[src/rtl/irq_dispatch_ctrl_if.sv]
// rtl/irq_dispatch_ctrl_if.sv - valid/ack handshake between the dispatcher and its consumer
interface irq_dispatch_ctrl_if;
  logic       irq_valid;
  logic [1:0] irq_id;
  logic       irq_ack;

  modport master (output irq_valid, output irq_id, input irq_ack);
  modport slave  (input irq_valid, input irq_id, output irq_ack);
endinterface

[src/rtl/irq_dispatch_ctrl.sv]
// rtl/irq_dispatch_ctrl.sv - pending capture and one-at-a-time dispatch around a 4-to-2 priority encoder
module irq_dispatch_ctrl #(
  parameter int TIMEOUT_CYCLES = 255,
  parameter int CNT_W          = 8,
  parameter int LEVEL_MODE     = 0
) (
  input  logic                       clk,
  input  logic                       rst,
  input  logic [3:0]                 req_in,
  output logic [3:0]                 pend_out,
  input  logic [1:0]                 enc_code,
  input  logic                       enc_valid,
  irq_dispatch_ctrl_if.master        irq_bus,
  output logic                       timeout_pulse,
  output logic                       busy
);

  typedef enum logic [1:0] {
    IDLE  = 2'd0,
    ISSUE = 2'd1,
    GAP   = 2'd2
  } state_t;

  localparam logic [CNT_W-1:0] CNT_LAST = CNT_W'(TIMEOUT_CYCLES - 1);

  state_t             state_q, state_d;
  logic [3:0]         req_q, req_d;
  logic [3:0]         pend_q, pend_d;
  logic               irq_valid_q, irq_valid_d;
  logic [1:0]         irq_id_q, irq_id_d;
  logic               timeout_q, timeout_d;
  logic [CNT_W-1:0]   cnt_q, cnt_d;
  logic [3:0]         set_vec;
  logic [3:0]         clr_vec;

  // A line already high when reset releases counts as an edge since req_q restarts at 0.
  assign set_vec = (LEVEL_MODE != 0) ? req_in : (req_in & ~req_q);

  always_comb begin
    state_d     = state_q;
    irq_valid_d = irq_valid_q;
    irq_id_d    = irq_id_q;
    cnt_d       = cnt_q;
    timeout_d   = 1'b0;
    clr_vec     = 4'b0000;
    req_d       = req_in;

    case (state_q)
      IDLE: begin
        if (enc_valid) begin
          irq_id_d    = enc_code;
          irq_valid_d = 1'b1;
          cnt_d       = '0;
          state_d     = ISSUE;
        end
      end
      ISSUE: begin
        // Ack takes precedence over a coincident timeout.
        if (irq_bus.irq_ack) begin
          clr_vec     = 4'b0001 << irq_id_q;
          irq_valid_d = 1'b0;
          state_d     = GAP;
        end else if (cnt_q == CNT_LAST) begin
          clr_vec     = 4'b0001 << irq_id_q;
          irq_valid_d = 1'b0;
          timeout_d   = 1'b1;
          state_d     = GAP;
        end else begin
          cnt_d = cnt_q + CNT_W'(1);
        end
      end
      GAP: begin
        state_d = IDLE;
      end
      default: begin
        state_d     = IDLE;
        irq_valid_d = 1'b0;
      end
    endcase

    // Set wins over a same-cycle clear so a re-raised line is never lost.
    pend_d = (pend_q & ~clr_vec) | set_vec;
  end

  always_ff @(posedge clk) begin
    if (rst) begin
      state_q     <= IDLE;
      req_q       <= 4'b0000;
      pend_q      <= 4'b0000;
      irq_valid_q <= 1'b0;
      irq_id_q    <= 2'b00;
      timeout_q   <= 1'b0;
      cnt_q       <= '0;
    end else begin
      state_q     <= state_d;
      req_q       <= req_d;
      pend_q      <= pend_d;
      irq_valid_q <= irq_valid_d;
      irq_id_q    <= irq_id_d;
      timeout_q   <= timeout_d;
      cnt_q       <= cnt_d;
    end
  end

  assign pend_out          = pend_q;
  assign irq_bus.irq_valid = irq_valid_q;
  assign irq_bus.irq_id    = irq_id_q;
  assign timeout_pulse     = timeout_q;
  assign busy              = (state_q == ISSUE) || (state_q == GAP);

endmodule

[src/flat_wrapper.sv]
// flat-port wrapper written by rule: the top's interface ports become plain ports
module irq_dispatch_ctrl_flat 
#(
  parameter int TIMEOUT_CYCLES = 255,
  parameter int CNT_W          = 8,
  parameter int LEVEL_MODE     = 0
)
  (clk, rst, req_in, pend_out, enc_code, enc_valid, timeout_pulse, busy, irq_bus_irq_valid, irq_bus_irq_id, irq_bus_irq_ack);
  irq_dispatch_ctrl_if irq_bus_i ();
  input  logic clk;
  input  logic rst;
  input  logic [3:0] req_in;
  output logic [3:0] pend_out;
  input  logic [1:0] enc_code;
  input  logic enc_valid;
  output logic timeout_pulse;
  output logic busy;
  output wire logic [$bits(irq_bus_i.irq_valid)-1:0] irq_bus_irq_valid;
  output wire logic [$bits(irq_bus_i.irq_id)-1:0] irq_bus_irq_id;
  input wire logic [$bits(irq_bus_i.irq_ack)-1:0] irq_bus_irq_ack;
  assign irq_bus_irq_valid = irq_bus_i.irq_valid;
  assign irq_bus_irq_id = irq_bus_i.irq_id;
  assign irq_bus_i.irq_ack = irq_bus_irq_ack;
  irq_dispatch_ctrl #(.TIMEOUT_CYCLES(TIMEOUT_CYCLES), .CNT_W(CNT_W), .LEVEL_MODE(LEVEL_MODE)) u_core (.clk(clk), .rst(rst), .req_in(req_in), .pend_out(pend_out), .enc_code(enc_code), .enc_valid(enc_valid), .irq_bus(irq_bus_i), .timeout_pulse(timeout_pulse), .busy(busy));
endmodule
[config.mk]
export PLATFORM = sky130hd
export DESIGN_NAME = irq_dispatch_ctrl_flat
export DESIGN_NICKNAME = d
export VERILOG_FILES = /design/src/rtl/irq_dispatch_ctrl_if.sv /design/src/rtl/irq_dispatch_ctrl.sv /design/src/flat_wrapper.sv
export SDC_FILE = /design/constraint.sdc
export NUM_CORES = 1
export LEC_CHECK = 0
export BUFFER_PORTS_ARGS = -buffer_cell sky130_fd_sc_hd__buf_2
export CORE_UTILIZATION = 30
export DETAILED_ROUTE_END_ITERATION = 16
export GPL_TIMING_DRIVEN = 0
export PLACE_DENSITY = 0.47
export SETUP_SLACK_MARGIN = 0.1
export SYNTH_ARGS = -nofsm -noshare
export SYNTH_HDL_FRONTEND = slang
export SYNTH_SLANG_ARGS = --single-unit
export TNS_END_PERCENT = 1
[constraint.sdc]
create_clock -name clk -period 4.6 [get_ports clk]
set_input_delay 0.92 -clock clk [delete_from_list [all_inputs] [get_ports clk]]
set_output_delay 0.92 -clock clk [all_outputs]
set_load 0.02 [all_outputs]
# Yosys cells after proc, flatten, opt, wreduce, memory -nomap -nowiden
# Cells that the tools add are included.
dict set report op_classes {
  div_mod_pow 0
  reduce_logical 8
  n_mul 0
  shifts 1
  mux 16
  eq_ne 7
  bitwise 7
  magnitude_cmp 0
  n_addsub 1
}
# operator count
set ops {}
lappend ops {{$mux W8} 3}
lappend ops {{$pmux W8 S2} 1}
lappend ops {{$mux W4} 3}
lappend ops {{$add A8 B1 Y8 const B} 1}
lappend ops {{$and A4 B4 Y4} 2}
lappend ops {{$eq A8 B8 Y1 const B} 1}
lappend ops {{$not A4 Y4} 2}
lappend ops {{$mux W2} 3}
lappend ops {{$ne A2 B2 Y1 const B} 3}
lappend ops {{$mux W1} 4}
lappend ops {{$or A4 B4 Y4} 1}
lappend ops {{$pmux W2 S2} 1}
lappend ops {{$reduce_and A2 Y1} 2}
lappend ops {{$reduce_and A4 Y1} 1}
lappend ops {{$shl A1 B2 Y4 const A} 1}
lappend ops {{$ne A3 B2 Y1 const B} 1}
lappend ops {{$pmux W1 S3} 1}
lappend ops {{$reduce_and A3 Y1} 1}
lappend ops {{$reduce_or A3 Y1} 1}
lappend ops {{$eq A2 B1 Y1 const B} 1}
lappend ops {{$eq A2 B2 Y1 const B} 1}
lappend ops {{$logic_not A2 Y1} 1}
lappend ops {{$not A1 Y1} 2}
lappend ops {{$reduce_bool A2 Y1} 1}
lappend ops {{$logic_or A1 B1 Y1} 1}
dict set report totals {
  ff_bits 22
  mem_bits_ro 0
  ramBits 0
  mem_count 0
  elab_cells 47
  latch_bits 0
  output_inout_bits 9
  inputBits 10
}

# Logic depth before layout (Yosys ltp)
dict set report logic_depth {
  depth_word 7
  mapped_depth 7
}

# Worst setup path before layout
# No wires, ideal clock.
dict set report synth_path {
  path_type {input port to flip-flop}
  startpoint {input port enc_valid}
  endpoint {register u_core.cnt_q[1]}
  arrival_time_ns 1.871
  required_time_ns 4.530
  path_slack_ns 2.658
  stages 4
  cell_sequence {nor2b_4 a211o_4 or4_1 a21oi_1}
}
dict set report synth_via {
  elab_chain_len 2
}
# element line
set synth_rtl {}
lappend synth_rtl {{start: declaration} flat_wrapper.sv:15} ;# input logic enc_valid;
lappend synth_rtl {{$ne A2 B2 Y1 (no line)} --}
lappend synth_rtl {{$reduce_and A4 Y1 (no line)} --}
lappend synth_rtl {{end signal: assignment} irq_dispatch_ctrl.sv:101} ;# cnt_q <= cnt_d;
lappend synth_rtl {{end: declaration} irq_dispatch_ctrl.sv:32} ;# logic [CNT_W-1:0] cnt_q, cnt_d;
# No other way between the ends.
# A chain may end at the register's enable or synchronous reset.

# Worst setup path after layout
dict set report layout_path {
  startpoint {register u_core.state_q[0]}
  endpoint {output port busy}
}
dict set report layout_via {
  elab_chain_len 2
  word_cells_on_any_way 3
  classes_between {eq/ne (2); reduce/logical (1)}
}
# element line
set layout_rtl {}
lappend layout_rtl {{start: declaration} irq_dispatch_ctrl.sv:26} ;# state_t state_q, state_d;
lappend layout_rtl {{start signal: assignment} irq_dispatch_ctrl.sv:95} ;# state_q <= state_d;
lappend layout_rtl {{$eq A2 B1 Y1 or $eq A2 B2 Y1 (tied branches)} irq_dispatch_ctrl.sv:109} ;# assign busy = (state_q == ISSUE) || (state_q == GAP);
lappend layout_rtl {{$logic_or A1 B1 Y1 (*)} irq_dispatch_ctrl.sv:109}
lappend layout_rtl {{end: declaration} flat_wrapper.sv:17} ;# output logic busy;
# Every way passes the cells marked *; elsewhere a longest branch is shown, timed or not.

==> impl_results.md <==
* Final setup TNS at 0 ns
* Sequential Area at 440 µm²
* Hold Vio Cnt, Final at 0
* Vias per cell at 4.94
* Layout area overhead at 16.7%
* Antenna violations before repair at 0
* Worst slew margin at 50.3%
* Core Region at 0.00342 mm²
* Total Routed Length at 2450 µm
* CP peak stage delay at 0.38 ns
* Worst Path Arrival at 1.22 ns
* #FFs+latches synth at 22
* Fin util at 37.7%
* H-tree levels at 1
* Peak fanout along the critical path at 3
* Slowest-stage cell, CP: dfxtp_1
* EDFF count, synth at 0
* Gr usage total at 13.2%
* DR iter-0 viols at 37
* Post-synth top flop: dfxtp_1
* Die Span X at 62.6 µm
* Final non-filler cell total at 194
* Seq/Total Area, Yosys at 40.0%
* GPL Wtd Cong at 0.813
* Setup bufs post-CTS at 0
* Hpwl dp at 1810 µm
* CTS Sinks at 22
* Cell Area, Placed at 0.00125 mm²
* Count of cell types in the netlist at 35
* Drt first pass iters at 4
* Mapped Avg Cell Area at 8.75 µm²
* WS Path Type: register to output port
* Syn Inst Count at 126
* Run status: finished clean
* CTS tree: done
* Setup crit end kind: output port
* Filler cell count at 379
* GRT overflow at 0
* Final min period at 2.14 ns
* Largest net degree at the start of global routing at 13
* Initial cell density of the core at 32.3%
* Max Cap Viol at 0
* Reg clk slew, reported paths at 0.12 ns
* DP Worst Slack at 2.39 ns
* Total CTS buffers at 3
* Maximum vdd ir drop at 0.147 mV
* Post-route DRC at 0
* Routed len/inst at 12.6 µm
* Tcrit/Tclk final at 46.5%
* Total Power at 0.523 mW
* Pwr/cell area at 407 mW/mm²
* Slew Limit Fails at 0
* Worst min path class: register to register
* Clock Latency Late Sink at 0.31 ns
* Final Net Count at 165
* Antenna-violating nets left at 0
* Setup-failing EPs final at 0
* Synth Cell Area at 0.00110 mm²
* Min setup slack post-route at 2.46 ns
* Hold Slack at 0.484 ns
* First-pass GRT wire length at 4060 µm
* Synth warn at 0
* # rows at 21
* Fin area at 0.00129 mm²
* Multi-input gate area at 619 µm²
* Die height at 62.6 µm
* # IOs at 19
* Die ar. at 0.00392 mm²
* Crit path cell chain: inv_1 -> ha_1 -> buf_2
* Slew @ Worst Pin at 0.740 ns
* Layout cells sized above 1 at 18.2%
* Post-Place Cells at 190
* Synth async-reset ratio at 0%
* Max Clock Skew at 0.00189 ns
* Buffers on Ports at 18
* Hold buffers post-CTS at 0
* Post-Syn Nets at 142
* Worst Path Required at 3.68 ns
* LEAKAGE at 0.511 nW
* CP startpoint kind: register
* N_diodes at 0
* CTS Root Cell: clkbuf_4
* Worst-case clock buffer depth at 2
* Vias in the first global route at 883
* RSZ-0062 raised after global routing: no
* Fmax at 467 MHz
* Vias at 959
* Post-cts sizing count at 0
==> layout by cell type (no fill, tap or decap), types with 4 or more instances in the layout <==
cell type   n
o21ai_0     5
buf_2      19
a21oi_1    10
nand3_1     9
nand2b_1    8
clkbuf_1    4
dfxtp_1    22
nor2_1      5
inv_1       6
nor2b_1     4
mux2i_1     4
ha_1        6
nand2_1    11
==> synth_stat cells, drive strengths merged (2+ instances only) <==
library cell,number,area [µm²]
nand2,11,41.3
dfxtp,22,440
ha,6,75.1
nor4,2,12.5
nor3,3,15.0
clkbuf,4,15.0
and3,2,12.5
o31ai,2,15.0
nor2b,5,38.8
mux2i,4,40.0
o41ai,2,25.0
o21ai,5,25.0
inv,6,22.5
nand3,9,45.0
a31oi,3,18.8
or3,3,18.8
nand2b,8,50.1
a21oi,10,50.1
nor2,5,18.8
==> path summary, 6_finish.rpt <==
check | startpoint | slack, ns | depth (start not counted) | to
min reg2reg | u_core.pend_out[2] | 0.48 | 2 | u_core.pend_out[2]
min | u_core.pend_out[2] | 0.48 | 2 | u_core.pend_out[2]
max reg2reg | u_core.state_q[0] | 2.58 | 6 | u_core.cnt_q[4]
max | u_core.state_q[0] | 2.46 | 3 | busy
==> per-layer routing <==
layer | wire length, µm | track usage, %
met1 | 1260 | 17.2
met2 | 1070 | 21.2
met3 | 105 | 4.38
met4 | 21 | 2.62
met5 | 0 | 0
==> critical path, delay by kind of cell (launching register included) <==
kind	cells	cell delay [ns]
buf+inv	2	0.24
fa+ha+maj	1	0.29
flops	1	0.38
==> kinds of logic after synthesis <==
group                    share of synthesized area [%]
buffers and inverters                             3.86
adder cells (fa/ha/maj)                           6.81
AO/OA/AOI/OAI                                     17.5
flip-flops                                        40.0
multiplexers                                      3.63
AND/OR/NAND/NOR                                   28.3
==> report_power, final <==
part           leakage [nW]  internal, mW  switching, mW
Sequential            0.181         0.210         0.0139
Clock                0.0210        0.0483         0.0599
Combinational         0.309        0.0704          0.121
Total                 0.511         0.329          0.194
==> registers in the layout, indices dropped and copies added (netlist names) <==
name                      cells
u_core.cnt_q                  8
u_core.timeout_pulse          1
u_core.irq_bus.irq_valid      1
u_core.req_q                  4
u_core.state_q                2
u_core.irq_bus.irq_id         2
u_core.pend_out               4
==> layout make-up <==
cell class	instances	share of cell area [%]
tap	46	4.47
clock buffer	4	2.82
timing repair buffer	18	7.00
buffer	5	1.56
multi-input combinational	93	48.2
sequential	22	34.2
inverter	6	1.75
(Power assumes the default switching activity.)
